[config.mk]
export PLATFORM = sky130hd
export DESIGN_NAME = mm_seq
export DESIGN_NICKNAME = d
export VERILOG_FILES = /design/src/rtl/mm_seq.sv
export SDC_FILE = /design/constraint.sdc
export NUM_CORES = 1
export LEC_CHECK = 0
export CAP_MARGIN = 20
export CORE_AREA = 2 2 59 61
export CTS_CLUSTER_SIZE = 16
export DETAILED_ROUTE_END_ITERATION = 10
export DIE_AREA = 0 0 61 63
export PLACE_DENSITY = 0.77
export SYNTH_ARGS = -nofsm -noshare
export SYNTH_HDL_FRONTEND = slang
export SYNTH_SLANG_ARGS = --single-unit
[constraint.sdc]
create_clock -name clk -period 2.4 [get_ports clk]
set_input_delay 0.48 -clock clk [delete_from_list [all_inputs] [get_ports clk]]
set_output_delay 0.48 -clock clk [all_outputs]
set_load 0.01 [all_outputs]
[src/rtl/mm_seq.sv]
// Load/compute sequencer for a bit-serial systolic matrix multiply: streams activations,
// then weights LSB-first, runs the array for K*P cycles and waits for its completion flag.
module mm_seq #(
    parameter int N        = 2,
    parameter int K        = 2,
    parameter int MAX_PREC = 8,
    parameter int TIMEOUT  = 256
) (
    input  logic                              clk,
    input  logic                              rst,
    input  logic                              start,
    input  logic [3:0]                        precision,
    input  logic                              mm_done,
    output logic                              wr_en_act,
    output logic [((K > 1) ? $clog2(K) : 1)-1:0] act_k,
    output logic                              wr_en_w,
    output logic [((K > 1) ? $clog2(K) : 1)-1:0] w_k,
    output logic [3:0]                        w_bit,
    output logic                              active,
    output logic                              busy,
    output logic                              done,
    output logic                              err
);

    localparam int KW = (K > 1) ? $clog2(K) : 1;
    localparam int TW = (TIMEOUT > 1) ? $clog2(TIMEOUT) : 1;
    localparam int PM = (MAX_PREC > 15) ? 15 : MAX_PREC;

    localparam logic [3:0]    PREC_MAX = 4'(PM);
    localparam logic [KW-1:0] K_LAST   = KW'(K - 1);
    localparam logic [TW-1:0] T_LAST   = TW'(TIMEOUT - 1);
    localparam logic [TW-1:0] SETTLE_LAST = TW'(1);

    // The array dimension does not change the sequence; an empty block marks an illegal size.
    if (N < 1) begin : g_invalid_n
    end

    typedef enum logic [2:0] {
        IDLE, LOAD_ACT, GAP, LOAD_W, SETTLE, RUN, WAIT_DONE, FINISH
    } state_t;

    state_t        state, state_n;
    logic [3:0]    p_reg, p_n;
    logic [KW-1:0] k_cnt, k_n;
    logic [3:0]    b_cnt, b_n;
    logic [TW-1:0] t_cnt, t_n;
    logic          err_n;
    logic          mm_done_p0, mm_done_p1;
    logic          done_rise;

    assign done_rise = mm_done_p0 & ~mm_done_p1;

    always_comb begin
        state_n = state;
        p_n     = p_reg;
        k_n     = k_cnt;
        b_n     = b_cnt;
        t_n     = t_cnt;
        err_n   = 1'b0;
        case (state)
            IDLE: begin
                k_n = '0;
                b_n = '0;
                t_n = '0;
                if (start) begin
                    if (precision != 4'd0 && precision <= PREC_MAX) begin
                        p_n     = precision;
                        state_n = LOAD_ACT;
                    end else begin
                        err_n = 1'b1;
                    end
                end
            end
            LOAD_ACT: begin
                if (k_cnt == K_LAST) begin
                    k_n     = '0;
                    state_n = GAP;
                end else begin
                    k_n = k_cnt + 1'b1;
                end
            end
            GAP: state_n = LOAD_W;
            // Weight load and compute share the same K x P nested count.
            LOAD_W, RUN: begin
                if (b_cnt == p_reg - 4'd1) begin
                    b_n = '0;
                    if (k_cnt == K_LAST) begin
                        k_n     = '0;
                        state_n = (state == LOAD_W) ? SETTLE : WAIT_DONE;
                    end else begin
                        k_n = k_cnt + 1'b1;
                    end
                end else begin
                    b_n = b_cnt + 1'b1;
                end
            end
            SETTLE: begin
                if (t_cnt == SETTLE_LAST) begin
                    t_n     = '0;
                    state_n = RUN;
                end else begin
                    t_n = t_cnt + 1'b1;
                end
            end
            WAIT_DONE: begin
                if (done_rise) begin
                    t_n     = '0;
                    state_n = FINISH;
                end else if (t_cnt == T_LAST) begin
                    t_n     = '0;
                    err_n   = 1'b1;
                    state_n = IDLE;
                end else begin
                    t_n = t_cnt + 1'b1;
                end
            end
            FINISH:  state_n = IDLE;
            default: state_n = IDLE;
        endcase
    end

    // Outputs are registered from the next state so they line up with the state just entered.
    always_ff @(posedge clk) begin
        if (rst) begin
            state      <= IDLE;
            p_reg      <= '0;
            k_cnt      <= '0;
            b_cnt      <= '0;
            t_cnt      <= '0;
            mm_done_p0 <= 1'b0;
            mm_done_p1 <= 1'b0;
            wr_en_act  <= 1'b0;
            act_k      <= '0;
            wr_en_w    <= 1'b0;
            w_k        <= '0;
            w_bit      <= '0;
            active     <= 1'b0;
            busy       <= 1'b0;
            done       <= 1'b0;
            err        <= 1'b0;
        end else begin
            state      <= state_n;
            p_reg      <= p_n;
            k_cnt      <= k_n;
            b_cnt      <= b_n;
            t_cnt      <= t_n;
            mm_done_p0 <= mm_done;
            mm_done_p1 <= mm_done_p0;
            wr_en_act  <= (state_n == LOAD_ACT);
            act_k      <= (state_n == LOAD_ACT) ? k_n : '0;
            wr_en_w    <= (state_n == LOAD_W);
            w_k        <= (state_n == LOAD_W) ? k_n : '0;
            w_bit      <= (state_n == LOAD_W) ? b_n : '0;
            active     <= (state_n == RUN);
            busy       <= (state_n != IDLE);
            done       <= (state_n == FINISH);
            err        <= err_n;
        end
    end

endmodule

==> results.py <==
metrics = {
    "sta": {
        "period_needed_ps": 2182,
        "finalHoldViolations": 0,
        "worst_clock_skew_ps": 11.11,
        "whs_ps": 467.5,
        "rsz0062_at_grt": "no",
        "relSlewSlack": 0.5207,
        "worstMarginPinSlew_ps": 709.9,
        "setup_tns_ps": 0,
        "setup_viol": 0,
        "slew_viol_final": 0,
        "period_share": 0.9093,
        "max_freq_ghz": 0.4582,
    },
    "yosys": {
        "synth_fp_nets": 204,
        "async_reset_ff_frac": 0,
        "yosysUniqueCellTypes": 56,
        "synth_cells": 192,
        "yosysSeqAreaShare": 0.3953,
        "synth_area_leaders": "dfxtp_1 40%, nor2_1 4.1%, a21oi_1 3.5%",
        "ys_warn_count": 0,
        "synth_top_cell_area_share": 0.3953,
        "ys_ff_latch": 34,
        "ys.flop_type": "dfxtp_1",
        "synth_edf_count": 0,
        "synth.largest_area_cell": "dfxtp_1",
        "syn_area_mm2": 0.001722,
        "syn_avg_cell_area_um2": 8.967,
    },
    "floorplanning": {
        "dieArea_mm2": 0.003843,
        "coreArea_mm2": 0.003232,
        "die_w_um": 61,
        "initial_core_util": 0.5327,
        "num_rows": 21,
        "io_pins": 20,
        "die_h_um": 63,
    },
    "power": {
        "vdd_ir_drop_max_uv": 354.0,
        "leakagePower_nw": 0.7369,
        "powerDensity_mw_per_mm2": 609.7,
    },
    "routing": {
        "antenna_left": 0,
        "drt_pass1_iterations": 4,
        "wirelength_um": 3572,
        "drc_errors": 0,
        "drt-initial-drc-count": 54,
        "wl_per_cell_um": 13.79,
        "via_per_inst": 5.714,
        "vias": 1480,
    },
    "place": {
        "portBuffers": 19,
        "gp_congestion": 0.8630,
        "dp_hpwl_um": 2629,
    },
    "clock_network": {
        "numCtsBuffers": 5,
        "post_cts_buffers": 0,
        "cts_tree": "built",
        "cts_buffer_depth": 2,
        "clk_latency_ps": 340,
        "clkTransAtPathRegs_ps": 110,
        "htreeDepth": 2,
        "cts-root-buf": "clkbuf_4",
        "clock-sinks": 34,
    },
    "global_route": {
        "grt_pass1_wl_um": 6175,
        "grt-ovfl-total": 0,
        "antenna_found_initial": 0,
        "grt_pass1_vias": 1422,
        "grt_max_degree": 23,
        "grt_usage": 0.2104,
    },
    "flow_run": {
        "drv_cap": 0,
    },
    "layout": {
        "area_growth_pct": 17.44,
        "final_nets": 224,
        "layout_common_cells": "34 x dfxtp_1, 19 x nor2_1, 19 x clkdlybuf4s50_1",
        "fillers": 291,
        "regMostFlops": "t_cnt",
        "diodes": 0,
        "largest_reg_flops": 8,
        "regArea_um2": 680.7,
        "drive_gt1_frac": 0.09859,
        "multi_input_area_um2": 955.9,
        "final_common_cell": "dfxtp_1",
    },
    "hold_path": {
        "hp-class": "reg2reg",
    },
    "worst_setup_path": {
        "crit_buf_inv": 1,
        "crit_type": "reg2reg",
        "crit_required_ps": 2660,
        "startpoint_type": "register",
        "path_cells": "inv_1 > ha_1 > xnor2_1 > o221a_2 > a2111oi_1 > o2111ai_1 > nor3_1",
        "cp.arrival_ps": 2440,
        "crit_slowest_cell": "dfxtp_1",
        "critPathCaptureType": "register",
        "max_stage_delay_ps": 430,
        "crit_family": "compound AO/OA/AOI/OAI gates",
        "cp_max_fo": 4,
    },
    "status": {
        "run_status": "complete, no violations",
    },
}
-- worst paths after layout --
| check | start | endpoint | slack (ps) | cells after the start |
|---|---|---|---|---|
| setup / recovery | p_reg[0]$_SDFFE_PP0P_ | w_k$_SDFF_PP0_ | 220 | 7 |
| hold / removal | mm_done_p0$_SDFF_PP0_ | mm_done_p1$_SDFF_PP0_ | 470 | 1 |
| setup reg to reg | p_reg[0]$_SDFFE_PP0P_ | w_k$_SDFF_PP0_ | 220 | 7 |
| hold reg to reg | mm_done_p0$_SDFF_PP0_ | mm_done_p1$_SDFF_PP0_ | 470 | 1 |
-- cell type report --
cell class,count,area share
Multi-Input combinational cell,139,0.4728
Sequential cell,34,0.3366
Timing Repair Buffer,22,0.1052
Tap cell,46,0.02847
Clock inverter,3,0.01980
Clock buffer,5,0.01856
Inverter,10,0.01856
-- report_power, final --
part / internal (mW) / switching (mW) / leakage (nW)
logic: 0.0909 / 0.109 / 0.416
registers: 0.585 / 0.0332 / 0.276
clock network: 0.216 / 0.198 / 0.0450
-- cells in the mapped netlist (2+ instances only) --
cell type and n:
dfxtp_1 34, nor3_2 2, o221ai_1 2, or3_1 2
nand3_1 5, buf_2 3, nor2_1 19, o21ai_0 5
nor3_1 10, nand2b_1 5, ha_1 4, and3_1 3
nand2_1 11, xnor2_1 4, a21oi_1 12, a211oi_1 2
mux2i_1 5, nor2b_1 8, a311oi_1 5, a41oi_1 3
clkbuf_1 3, inv_1 9, xor2_1 3
-- per-stage QoR --
step	setup WS, ps	utilization	total power, mW	instance area (um^2)	cells
floorplan	499.0	-	0.7672	1722	192
global placement	249.7	0.6012	0.8214	1943	251
detailed placement	188.4	0.6012	0.8277	1943	251
CTS	161.7	0.6252	1.232	2021	259
global route	29.84	0.6256	1.283	2022	259
finish	217.7	0.6256	1.233	2022	259
-- routing by layer --
layer | track usage | part of all wire | vias up
li1 | - | - | 734
met2 | 0.3226 | 0.47 | 45
met3 | 0.05797 | 0.057 | 7
met1 | 0.2781 | 0.46 | 694
met5 | 0 | 0 | -
met4 | 0.07880 | 0.017 | 0
-- worst reg2reg max path, cell delays in order, from the launching register on --
cell and delay [ps]:
dfxtp_1 430, inv_1 60, ha_1 300, xnor2_1 180, o221a_2 270, a2111oi_1 430, o2111ai_1 240, nor3_1 180
-- repair_timing --
| action | in CTS | in global routing |
|---|---|---|
| setup endpoints to repair | 0 | 3 |
| hold buffers | 0 | 0 |
| gates resized for setup | 0 | 1 |
-- logic make-up (layout without fill, tap and decap cells) --
group                      Yosys count  after routing  share of synthesized area
buffers and inverters               19             40                    0.05014
muxes                                6              6                    0.03561
and+or+nand+nor                     75             75                     0.2369
DFF                                 34             34                     0.3953
adders and majority gates            4              4                    0.02907
xor gates and xnor gates             9              9                    0.05887
AOI/OAI and AO/OA                   45             45                     0.1941
No activity file was read; power rests on OpenSTA's default activity.
